### src/rtl/multicycle_control.sv
// Multi-cycle RV32I control FSM: sequences fetch/decode/execute/memory/writeback, drives the
// datapath selects, traps illegal opcodes and counts retired instructions.
module multicycle_control #(
   parameter bit          SUPPORT_IMM_ALU = 1'b1,
   parameter bit          SUPPORT_JAL     = 1'b1,
   parameter bit          SUPPORT_BNE     = 1'b1,
   parameter int unsigned CNT_W           = 32
) (
   input  logic             clk,
   input  logic             rst,
   input  logic [6:0]       op,
   input  logic [2:0]       funct3,
   input  logic             zero,
   output logic             PCWrite,
   output logic             AdrSrc,
   output logic             MemWrite,
   output logic             IRWrite,
   output logic [1:0]       ResultSrc,
   output logic [1:0]       ALUSrcA,
   output logic [1:0]       ALUSrcB,
   output logic [1:0]       ALUOp,
   output logic             RegWrite,
   output logic [1:0]       ImmSrc,
   output logic             illegal,
   output logic [CNT_W-1:0] instret,
   output logic [3:0]       state
);

   typedef enum logic [3:0] {
      StFetch    = 4'd0,
      StDecode   = 4'd1,
      StMemAdr   = 4'd2,
      StMemRead  = 4'd3,
      StMemWb    = 4'd4,
      StMemWrite = 4'd5,
      StExecR    = 4'd6,
      StAluWb    = 4'd7,
      StExecI    = 4'd8,
      StJal      = 4'd9,
      StBranch   = 4'd10,
      StTrap     = 4'd11
   } state_e;

   typedef struct packed {
      logic       adr_src;
      logic       mem_write;
      logic       ir_write;
      logic [1:0] result_src;
      logic [1:0] alu_src_a;
      logic [1:0] alu_src_b;
      logic [1:0] alu_op;
      logic       reg_write;
      logic       pc_update;
      logic       branch;
   } ctrl_t;

   localparam logic [6:0] OpLoad   = 7'b0000011;
   localparam logic [6:0] OpStore  = 7'b0100011;
   localparam logic [6:0] OpRType  = 7'b0110011;
   localparam logic [6:0] OpImmAlu = 7'b0010011;
   localparam logic [6:0] OpJal    = 7'b1101111;
   localparam logic [6:0] OpBranch = 7'b1100011;

   state_e           state_q, state_d;
   ctrl_t            ctrl_q, ctrl_d;
   logic             illegal_q, illegal_d;
   logic [CNT_W-1:0] instret_q, instret_d;
   logic             taken;
   logic             unused_funct3;

   function automatic ctrl_t ctrl_for(state_e s);
      ctrl_t c;
      c = '0;
      case (s)
         StFetch: begin
            c.ir_write   = 1'b1;
            c.alu_src_b  = 2'b10;
            c.result_src = 2'b10;
            c.pc_update  = 1'b1;
         end
         StDecode: begin
            c.alu_src_a = 2'b01;
            c.alu_src_b = 2'b01;
         end
         StMemAdr: begin
            c.alu_src_a = 2'b10;
            c.alu_src_b = 2'b01;
         end
         StMemRead: c.adr_src = 1'b1;
         StMemWb: begin
            c.result_src = 2'b01;
            c.reg_write  = 1'b1;
         end
         StMemWrite: begin
            c.adr_src   = 1'b1;
            c.mem_write = 1'b1;
         end
         StExecR: begin
            c.alu_src_a = 2'b10;
            c.alu_op    = 2'b10;
         end
         StAluWb: c.reg_write = 1'b1;
         StExecI: begin
            c.alu_src_a = 2'b10;
            c.alu_src_b = 2'b01;
            c.alu_op    = 2'b10;
         end
         // Target was computed into ALUOut during DECODE; ALU now forms OldPC+4 for rd.
         StJal: begin
            c.alu_src_a = 2'b01;
            c.alu_src_b = 2'b10;
            c.pc_update = 1'b1;
         end
         StBranch: begin
            c.alu_src_a = 2'b10;
            c.alu_op    = 2'b01;
            c.branch    = 1'b1;
         end
         default: c = '0;
      endcase
      return c;
   endfunction

   always_comb begin
      state_d = StFetch;
      case (state_q)
         StFetch: state_d = StDecode;
         StDecode: begin
            case (op)
               OpLoad, OpStore: state_d = StMemAdr;
               OpRType:         state_d = StExecR;
               OpImmAlu:        state_d = SUPPORT_IMM_ALU ? StExecI : StTrap;
               OpJal:           state_d = SUPPORT_JAL ? StJal : StTrap;
               OpBranch:        state_d = StBranch;
               default:         state_d = StTrap;
            endcase
         end
         StMemAdr:   state_d = (op == OpLoad) ? StMemRead : StMemWrite;
         StMemRead:  state_d = StMemWb;
         StMemWb:    state_d = StFetch;
         StMemWrite: state_d = StFetch;
         StExecR:    state_d = StAluWb;
         StAluWb:    state_d = StFetch;
         StExecI:    state_d = StAluWb;
         StJal:      state_d = StAluWb;
         StBranch:   state_d = StFetch;
         StTrap:     state_d = StTrap;
         default:    state_d = StFetch;
      endcase
   end

   always_comb begin
      ctrl_d    = ctrl_for(state_d);
      illegal_d = (state_d == StTrap);
      instret_d = instret_q;
      // Only the final state of each instruction retires it.
      if (state_q inside {StMemWb, StMemWrite, StAluWb, StBranch}) begin
         instret_d = instret_q + CNT_W'(1);
      end
   end

   always_ff @(posedge clk) begin
      if (rst) begin
         state_q   <= StFetch;
         ctrl_q    <= ctrl_for(StFetch);
         illegal_q <= 1'b0;
         instret_q <= '0;
      end else begin
         state_q   <= state_d;
         ctrl_q    <= ctrl_d;
         illegal_q <= illegal_d;
         instret_q <= instret_d;
      end
   end

   always_comb begin
      ImmSrc = 2'b00;
      case (op)
         OpStore:  ImmSrc = 2'b01;
         OpBranch: ImmSrc = 2'b10;
         OpJal:    ImmSrc = 2'b11;
         default:  ImmSrc = 2'b00;
      endcase
   end

   // With bne disabled funct3 is ignored and every branch compares for equality.
   assign taken         = zero ^ (SUPPORT_BNE & funct3[0]);
   assign unused_funct3 = ^funct3[2:1];

   assign PCWrite   = ctrl_q.pc_update | (ctrl_q.branch & taken);
   assign AdrSrc    = ctrl_q.adr_src;
   assign MemWrite  = ctrl_q.mem_write;
   assign IRWrite   = ctrl_q.ir_write;
   assign ResultSrc = ctrl_q.result_src;
   assign ALUSrcA   = ctrl_q.alu_src_a;
   assign ALUSrcB   = ctrl_q.alu_src_b;
   assign ALUOp     = ctrl_q.alu_op;
   assign RegWrite  = ctrl_q.reg_write;
   assign illegal   = illegal_q;
   assign instret   = instret_q;
   assign state     = state_q;

endmodule

### config.mk
export PLATFORM = sky130hd
export DESIGN_NAME = multicycle_control
export DESIGN_NICKNAME = d
export VERILOG_FILES = /design/src/rtl/multicycle_control.sv
export SDC_FILE = /design/constraint.sdc
export NUM_CORES = 1
export LEC_CHECK = 0
export CAP_MARGIN = 20
export CORE_MARGIN = 2
export CORE_UTILIZATION = 29
export DETAILED_ROUTE_END_ITERATION = 7
export PLACE_DENSITY = 0.63
export SLEW_MARGIN = 20
export SYNTH_ARGS = -nofsm -noshare
export SYNTH_HDL_FRONTEND = slang
export SYNTH_SLANG_ARGS = --single-unit
### constraint.sdc
create_clock -name clk -period 4.5 [get_ports clk]
set_input_delay 0.9 -clock clk [delete_from_list [all_inputs] [get_ports clk]]
set_output_delay 0.9 -clock clk [all_outputs]
set_load 0.005 [all_outputs]
# == After elaboration in Yosys (flattened, before gate mapping) ==
# Index checks and enable logic that the tools add are counted.
# totals
regBits,51
out_inout_bits,52
inputBits,13
elab_cells,71
# op_classes
muxes,14
eq_ne,28
n_bitwise,3
add_sub_neg,1
n_reduce_logical,12
# op_table
op,n
adder 32 x 1 -> 32 bit (second input constant),1
== test 4 x 3 -> 1 bit (second input constant),8
== test 4 bit (second input constant),8
one-hot mux 4 bit (6 select lines),1
one-hot mux 4 bit (5 select lines),1
== test 4 x 2 -> 1 bit (second input constant),4
one-hot mux 2 bit (2 select lines),4
== test 7 x 6 -> 1 bit (second input constant),2
== test 7 bit (second input constant),2
OR reduction 2 bit,6
== test 4 x 1 -> 1 bit (second input constant),2
logical NOT 4 bit,2
== test 7 x 2 -> 1 bit (second input constant),1
== test 7 x 5 -> 1 bit (second input constant),1
2-to-1 mux 1 bit,6
one-hot mux 2 bit (3 select lines),1
OR reduction 3 bit,2
nonzero test 4 bit,1
OR reduction 4 bit,1
2-to-1 mux 3 bit,1
bitwise AND 1 bit,1
bitwise OR 1 bit,1
XOR 1 bit,1

# == Longest topological paths before layout ==
# Gate-level depths: netlist of the first run.
# depth
depth_word,7
ltp_mapped,8
depth_no_buf,6

# == Least setup slack after synthesis of the first run ==
# No wires, ideal clock.
# synth_path
path_kind,input to output
startpoint,input op[2]
endpoint,output ImmSrc[0]
required_time_ns,3.600
stages,3
path_buffers,0
arrival_ns,1.568
slack_ns,2.032
path_cell_list,nand4bb_1 -> or2_2 -> o22ai_1
# synth_via
elab_chain_len,2
word_cells_on_any_way,4
classes_between,eq/ne: 3; mux: 1
# synth_lines
item,line_no,source
from (decl),11,"input logic [6:0] op,"
== test 7 bit or == test 7 x 6 -> 1 bit (tied branches),178,case (op)
one-hot mux 2 bit (3 select lines) *,178,
to (decl),23,"output logic [1:0] ImmSrc,"
# Mark *: on every way between the ends. The rest lies on a longest branch, timed or not.

# == Worst setup path after layout of the first run ==
# layout_path
startpoint,input op[4]
endpoint,output ImmSrc[0]
# Same word-level chain as after synthesis.

==> results.tsv, run 1 <==
stage	metric	value	unit
synth	largest family of logic cells by synthesized area	simple AND/OR/NAND/NOR gates	
setup_path	crit start category	input pin	
timing	Hold Slack	510	ps
layout	Finished Layout Cells	420	
die	die width	92.7	um
global_route	GRT Resource Usage Total	11.6	%
die	DIE HEIGHT	92.7	um
timing	RSZ-0062 raised after global routing	false	
min_path	HP Class	flop to flop	
timing	max frequency	288	MHz
timing	min setup slack post-route	1020	ps
run_status	status	finished, final reports clean	
synth	Post-Syn Instances	262	
placed_design	hpwl dp	3570	um
placed_design	Placed Cells	412	
synth	Post-Synth Simple-Gate Area	30.7	%
synth	Most used DFF post-synth	dfxtp_1	
pwr	LEAKAGE	1.01	nW
placed_design	Port Buffer Count	62	
die	Initial Util	29.7	%
clock_network	TritonCTS clock tree	built	
clock_network	Setup Fix Bufs, Post-CTS	0	
clock_network	Clock Pin Slew Worst Setup and Hold Paths	90	ps
synth	post-synthesis sequential area ratio	43.0	%
clock_network	Clock Latency Late Sink	300	ps
setup_path	critical path type	input pin to output port	
synth	Synth Area in Compound Gates	8.78	%
synth	Cell variety after synth	43	
die	core area	7690	sq um
run	MaxCap Viol Count	0	
synth	most numerous cell in the Yosys netlist	dfxtp_1	
layout	Area Overhead vs Synth	32.9	%
global_route	global-route wire length before repair	8180	um
die	Site Rows	32	
timing	setup TNS	0	ps
timing	Final setup viols	0	
setup_path	CP required	3600	ps
route	routed wire length	5040	um
global_route	pin count of the biggest net entering global routing	42	
synth	multiplexer share of the synthesized area	1.81	%
synth	warnings from Yosys	0	
synth	Avg Cell Area, Syn	8.71	sq um
synth	top cells by count, synth	49 x dfxtp_1, 39 x nor2_1, 17 x xnor2_1, 14 x nand2_1, 12 x a21oi_1	
layout	nets@finish	331	
pwr	maximum vdd drop	0.135	mV
die	I/O pin cnt	65	
route	via count	1943	
synth	top cell type's share of synthesized area	43.0	%
route	DRT Pass-1 Iters	4	
layout	Diodes inserted	0	
setup_path	critical path fanouts, max	4	
route	WL per Instance	12.0	um
layout	ratio of cells with drive above 1 in the final layout	7.55	%
synth	Mapped Area	2280	sq um
global_route	initial antenna violation count	0	
clock_network	Max Root-Sink Buffers	2	
setup_path	arrival time at the worst endpoint	2580	ps
timing	fin crit share	77.3	%
route	initial drt markers	63	
global_route	remaining global-route overflow	0	
synth	largest area contributor in the synthesized netlist	dfxtp_1	
synth	ys async rst share	0	%
clock_network	clock root buffer	clkbuf_8	
synth	EDFF count, synth	0	
clock_network	CTS sink cnt	49	
synth	Post-Synth Adder-Cell Area	0.549	%
timing	Fin. Hold Viols	0	
synth	Syn Nets	276	
timing	Final Skew	12.4	ps
synth	synth top area cells	dfxtp_1 43%, xnor2_1 6.5%, nor2_1 6.4%	
route	Vias per Instance	4.63	
setup_path	critical path capture point type	output port	
placed_design	RePlAce Congestion	0.844	
route	number of remaining DRC errors	0	
die	die area	8590	sq um
placed_design	DP Worst Slack	1010	ps
route	ANT nets after route	0	
timing	minimum clock period	3480	ps
clock_network	CTS Buf Count	5	
pwr	PD cells	405	nW/um^2
timing	Tightest Pin Transition	967	ps
timing	relative slew slack	33.9	%
timing	Pins Over Slew Limit	0	
synth	#FFs+latches synth	49	
clock_network	cts hold-fix bufs	0	
global_route	number of global-route vias before repair	1758	
clock_network	Post-CTS Resized	0	
synth	XOR/XNOR Fraction of Synth Area	9.60	%
clock_network	H-tree depth	2	
## registers in the layout (all words and copies together) (netlist names), 2 cells and up
register	cells
state	4
ALUSrcA	2
ALUSrcB	2
ctrl_q	2
instret	32
## path summary, 6_finish.rpt
path,startpoint,endpoint,slack [ps],depth (start not counted)
worst max-delay path,op[4],ImmSrc[0],1020,5
worst min-delay path,instret[16]$_SDFFE_PP0P_,instret[16]$_SDFFE_PP0P_,510,2
worst max register to register,state[1]$_SDFF_PP0_,instret[22]$_SDFFE_PP0P_,1840,5
worst min register to register,instret[16]$_SDFFE_PP0P_,instret[16]$_SDFFE_PP0P_,510,2
## cell usage in the layout, fill, tap and decap left out, types with 5 or more instances in the layout
master           count
inv_1                8
and3_1               5
xnor2_1             17
xor2_1               8
nor2_1              39
nand2_1             14
clkdlybuf4s50_1     62
nor3_1               9
dfxtp_1             49
o21ai_0             11
nand4_1              7
a21oi_1             12
or3_1                5
nor2b_1              5
clkbuf_8             5
nand3_1             10
nand2b_1             7
## power breakdown
group	total [mW]	internal [mW]	switching (mW)
Combinational	0.436	0.228	0.209
Sequential	0.545	0.495	0.0499
Clock	0.247	0.110	0.137
Total	1.23	0.833	0.395
## critical path: stages
cell and delay (ps):
clkdlybuf4s50_1 450, nand2b_1 220, or2_2 320, o22ai_1 150
clkdlybuf4s50_1 530
## cell type report
| class | count | area, sq um |
|---|---|---|
| Sequential cell | 49 | 981 |
| Clock buffer | 7 | 76.3 |
| Clock inverter | 1 | 7.51 |
| Fill cell | 806 | 4660 |
| Multi-Input combinational cell | 189 | 1170 |
| Timing Repair Buffer | 64 | 636 |
| Inverter | 8 | 30.0 |
| Tap cell | 102 | 128 |
## stage by stage
step | utilization (%) | cell area (sq um) | power, mW
2_1_floorplan | - | 2280 | 0.827
4_1_cts | 39.4 | 3030 | 1.25
5_1_grt | 39.4 | 3030 | 1.32
3_5_place_dp | 38.3 | 2950 | 0.991
6_report | 39.4 | 3030 | 1.23
3_3_place_gp | 38.3 | 2950 | 0.988
## cells by family after synthesis
family / Yosys count
flops: 49
simple gates: 125
mux: 4
fa+ha+maj: 1
xor+xnor: 25
buf+inv: 24
compound gates: 34
## metal layers
metal | track usage, % | up-vias | routed length (um)
met5 | 0 | - | 0
met4 | 3.68 | 0 | 45
met3 | 2.20 | 4 | 254
met2 | 19.6 | 49 | 2330
met1 | 15.1 | 891 | 2410
li1 | - | 999 | -
Note: power is estimated with default switching activity, not from simulation.
==> inputs of run 2 (changes only) <==
- PLACE_DENSITY: 0.63 -> 0.65
- clock period: 4.5 -> 2.9 ns (I/O delays scaled with it)
==> results.tsv, run 2 (synthesized netlist as in run 1, its figures left out) <==
stage	metric	value	unit	change
run_status	status	finished, final reports clean		
clock_network	clock root buffer	clkbuf_8		
layout	Diodes inserted	0		unchanged
timing	Pins Over Slew Limit	0		unchanged
setup_path	critical path fanouts, max	4		unchanged
layout	# fillers	785		-2.6%
die	die area	8590	sq um	unchanged
setup_path	critical path's slowest cell	clkdlybuf4s50_1		
die	core area	7690	sq um	unchanged
setup_path	crit start category	input pin		
layout	area of the multi-input gates	1170	sq um	unchanged
placed_design	Port Buffer Count	62		unchanged
timing	relative slew slack	58.4	%	+25 points
die	I/O pin cnt	65		unchanged
global_route	pin count of the biggest net entering global routing	35		-17%
timing	Final Skew	13.4	ps	+0.998 ps
timing	max frequency	354	MHz	
pwr	LEAKAGE	1.06	nW	+5.2%
clock_network	TritonCTS clock tree	built		
placed_design	hpwl dp	3750	um	+5.0%
clock_network	CTS sink cnt	49		unchanged
clock_network	H-tree depth	2		unchanged
route	metal1 wirelength	2320	um	-3.8%
clock_network	cts hold-fix bufs	0		unchanged
global_route	initial antenna violation count	0		unchanged
layout	nets@finish	338		+2.1%
route	via count	1956		+0.67%
timing	min setup slack post-route	74.9	ps	-948 ps
timing	Final setup viols	0		unchanged
clock_network	Post-CTS Resized	0		unchanged
timing	setup TNS	0	ps	unchanged
setup_path	CP required	2320	ps	-1280 ps
setup_path	CP max stage delay	530	ps	about the same
timing	RSZ-0062 raised after global routing	false		
setup_path	cells along the critical path	clkdlybuf4s50_1, nand2b_1, or2_2, o22ai_1, clkdlybuf4s50_1		
route	Met2 Wirelength	2390	um	+2.6%
pwr	maximum vdd drop	0.248	mV	+84%
timing	Fin. Hold Viols	0		unchanged
pwr	PD cells	677	nW/um^2	+67%
route	DR WL met3	293	um	+15%
layout	Largest register FFs	32		unchanged
route	Vias per Instance	4.58		-0.98%
clock_network	Max Root-Sink Buffers	2		unchanged
clock_network	Setup Fix Bufs, Post-CTS	0		unchanged
die	DIE HEIGHT	92.7	um	unchanged
timing	fin crit share	97.4	%	
placed_design	DP Worst Slack	80.8	ps	-930 ps
route	initial drt markers	56		-11%
route	DRT Pass-1 Iters	4		unchanged
global_route	number of global-route vias before repair	1842		+4.8%
layout	most frequent cells in the layout	62 x clkdlybuf4s50_1, 49 x dfxtp_1, 39 x nor2_1		
layout	most common cell after layout, fill and taps aside	clkdlybuf4s50_1		
setup_path	arrival time at the worst endpoint	2250	ps	-330 ps
die	die width	92.7	um	unchanged
layout	Area Overhead vs Synth	36.6	%	
route	routed wire length	5040	um	+0.12%
clock_network	Clock Latency Late Sink	290	ps	about the same
timing	Hold Slack	523	ps	+12.8 ps
layout	Register Area	981	sq um	unchanged
clock_network	CTS Buf Count	5		unchanged
timing	Tightest Pin Transition	608	ps	-359 ps
timing	minimum clock period	2830	ps	
global_route	GRT Resource Usage Total	12.1	%	+0.51 points
route	WL per Instance	11.8	um	-1.5%
global_route	global-route wire length before repair	8560	um	+4.6%
setup_path	critical path capture point type	output port		
route	top routing layer used	met4		
layout	ratio of cells with drive above 1 in the final layout	9.85	%	+2.3 points
placed_design	RePlAce Congestion	0.827		-2.0%
setup_path	critical path type	input pin to output port		
clock_network	Clock Pin Slew Worst Setup and Hold Paths	90	ps	about the same
min_path	HP Class	flop to flop		
route	ANT nets after route	0		unchanged
setup_path	CP most frequent cell	clkdlybuf4s50_1		
run	MaxCap Viol Count	0		unchanged
die	Initial Util	29.7	%	unchanged
die	Site Rows	32		unchanged
global_route	remaining global-route overflow	0		unchanged
route	number of remaining DRC errors	0		unchanged
[run 2: cell types whose count changed in the layout (fill, tap and decap cells not counted), sizes merged]
cell | before | now
bufinv | 0 | 1
buf | 2 | 9
clkinvlp | 1 | 0
[run 2: final timing paths]
check,start,endpoint,slack (ps),cells after the start
worst min register to register,instret[16]$_SDFFE_PP0P_,instret[16]$_SDFFE_PP0P_,520,2
worst max register to register,instret[14]$_SDFFE_PP0P_,instret[22]$_SDFFE_PP0P_,570,5
worst min-delay path,instret[16]$_SDFFE_PP0P_,instret[16]$_SDFFE_PP0P_,520,2
worst max-delay path,op[5],ImmSrc[0],70,5
[run 2: critical path, delay by kind of cell]
| kind | cells | cell delay, ps |
|---|---|---|
| buffers and inverters | 2 | 1050 |
| AO/OA/AOI/OAI | 1 | 160 |
| AND/OR/NAND/NOR | 2 | 450 |
[run 2: report_power, final]
group | total, mW | internal [mW] | switching (mW)
Combinational | 0.756 | 0.422 | 0.335
Clock | 0.500 | 0.281 | 0.219
Sequential | 0.851 | 0.768 | 0.0836
[run 2: final cells by class]
| cell class | instances | area share, % |
|---|---|---|
| Multi-Input combinational cell | 189 | 37.6 |
| Sequential cell | 49 | 31.5 |
| Timing Repair Buffer | 71 | 22.1 |
| Tap cell | 102 | 4.10 |
| Clock buffer | 7 | 2.77 |
| Clock inverter | 1 | 0.964 |
| Inverter | 8 | 0.964 |
[run 2: through the flow]
stage          std cells  total power [mW]  util (%)  area, sq um
2_1_floorplan        262              1.28         -         2280
3_3_place_gp         419              1.62      39.0         3000
3_5_place_dp         419              1.63      39.0         3000
4_1_cts              427              2.14      40.5         3120
5_1_grt              427              2.23      40.5         3120
6_report             427              2.11      40.5         3120
[run 2: per-layer routing]
layer  global-route usage [%]  vias up
met5                        0        -
met4                     4.04        0
met3                     3.82        4
met2                     20.7       53
met1                     14.5      890
li1                         -     1009
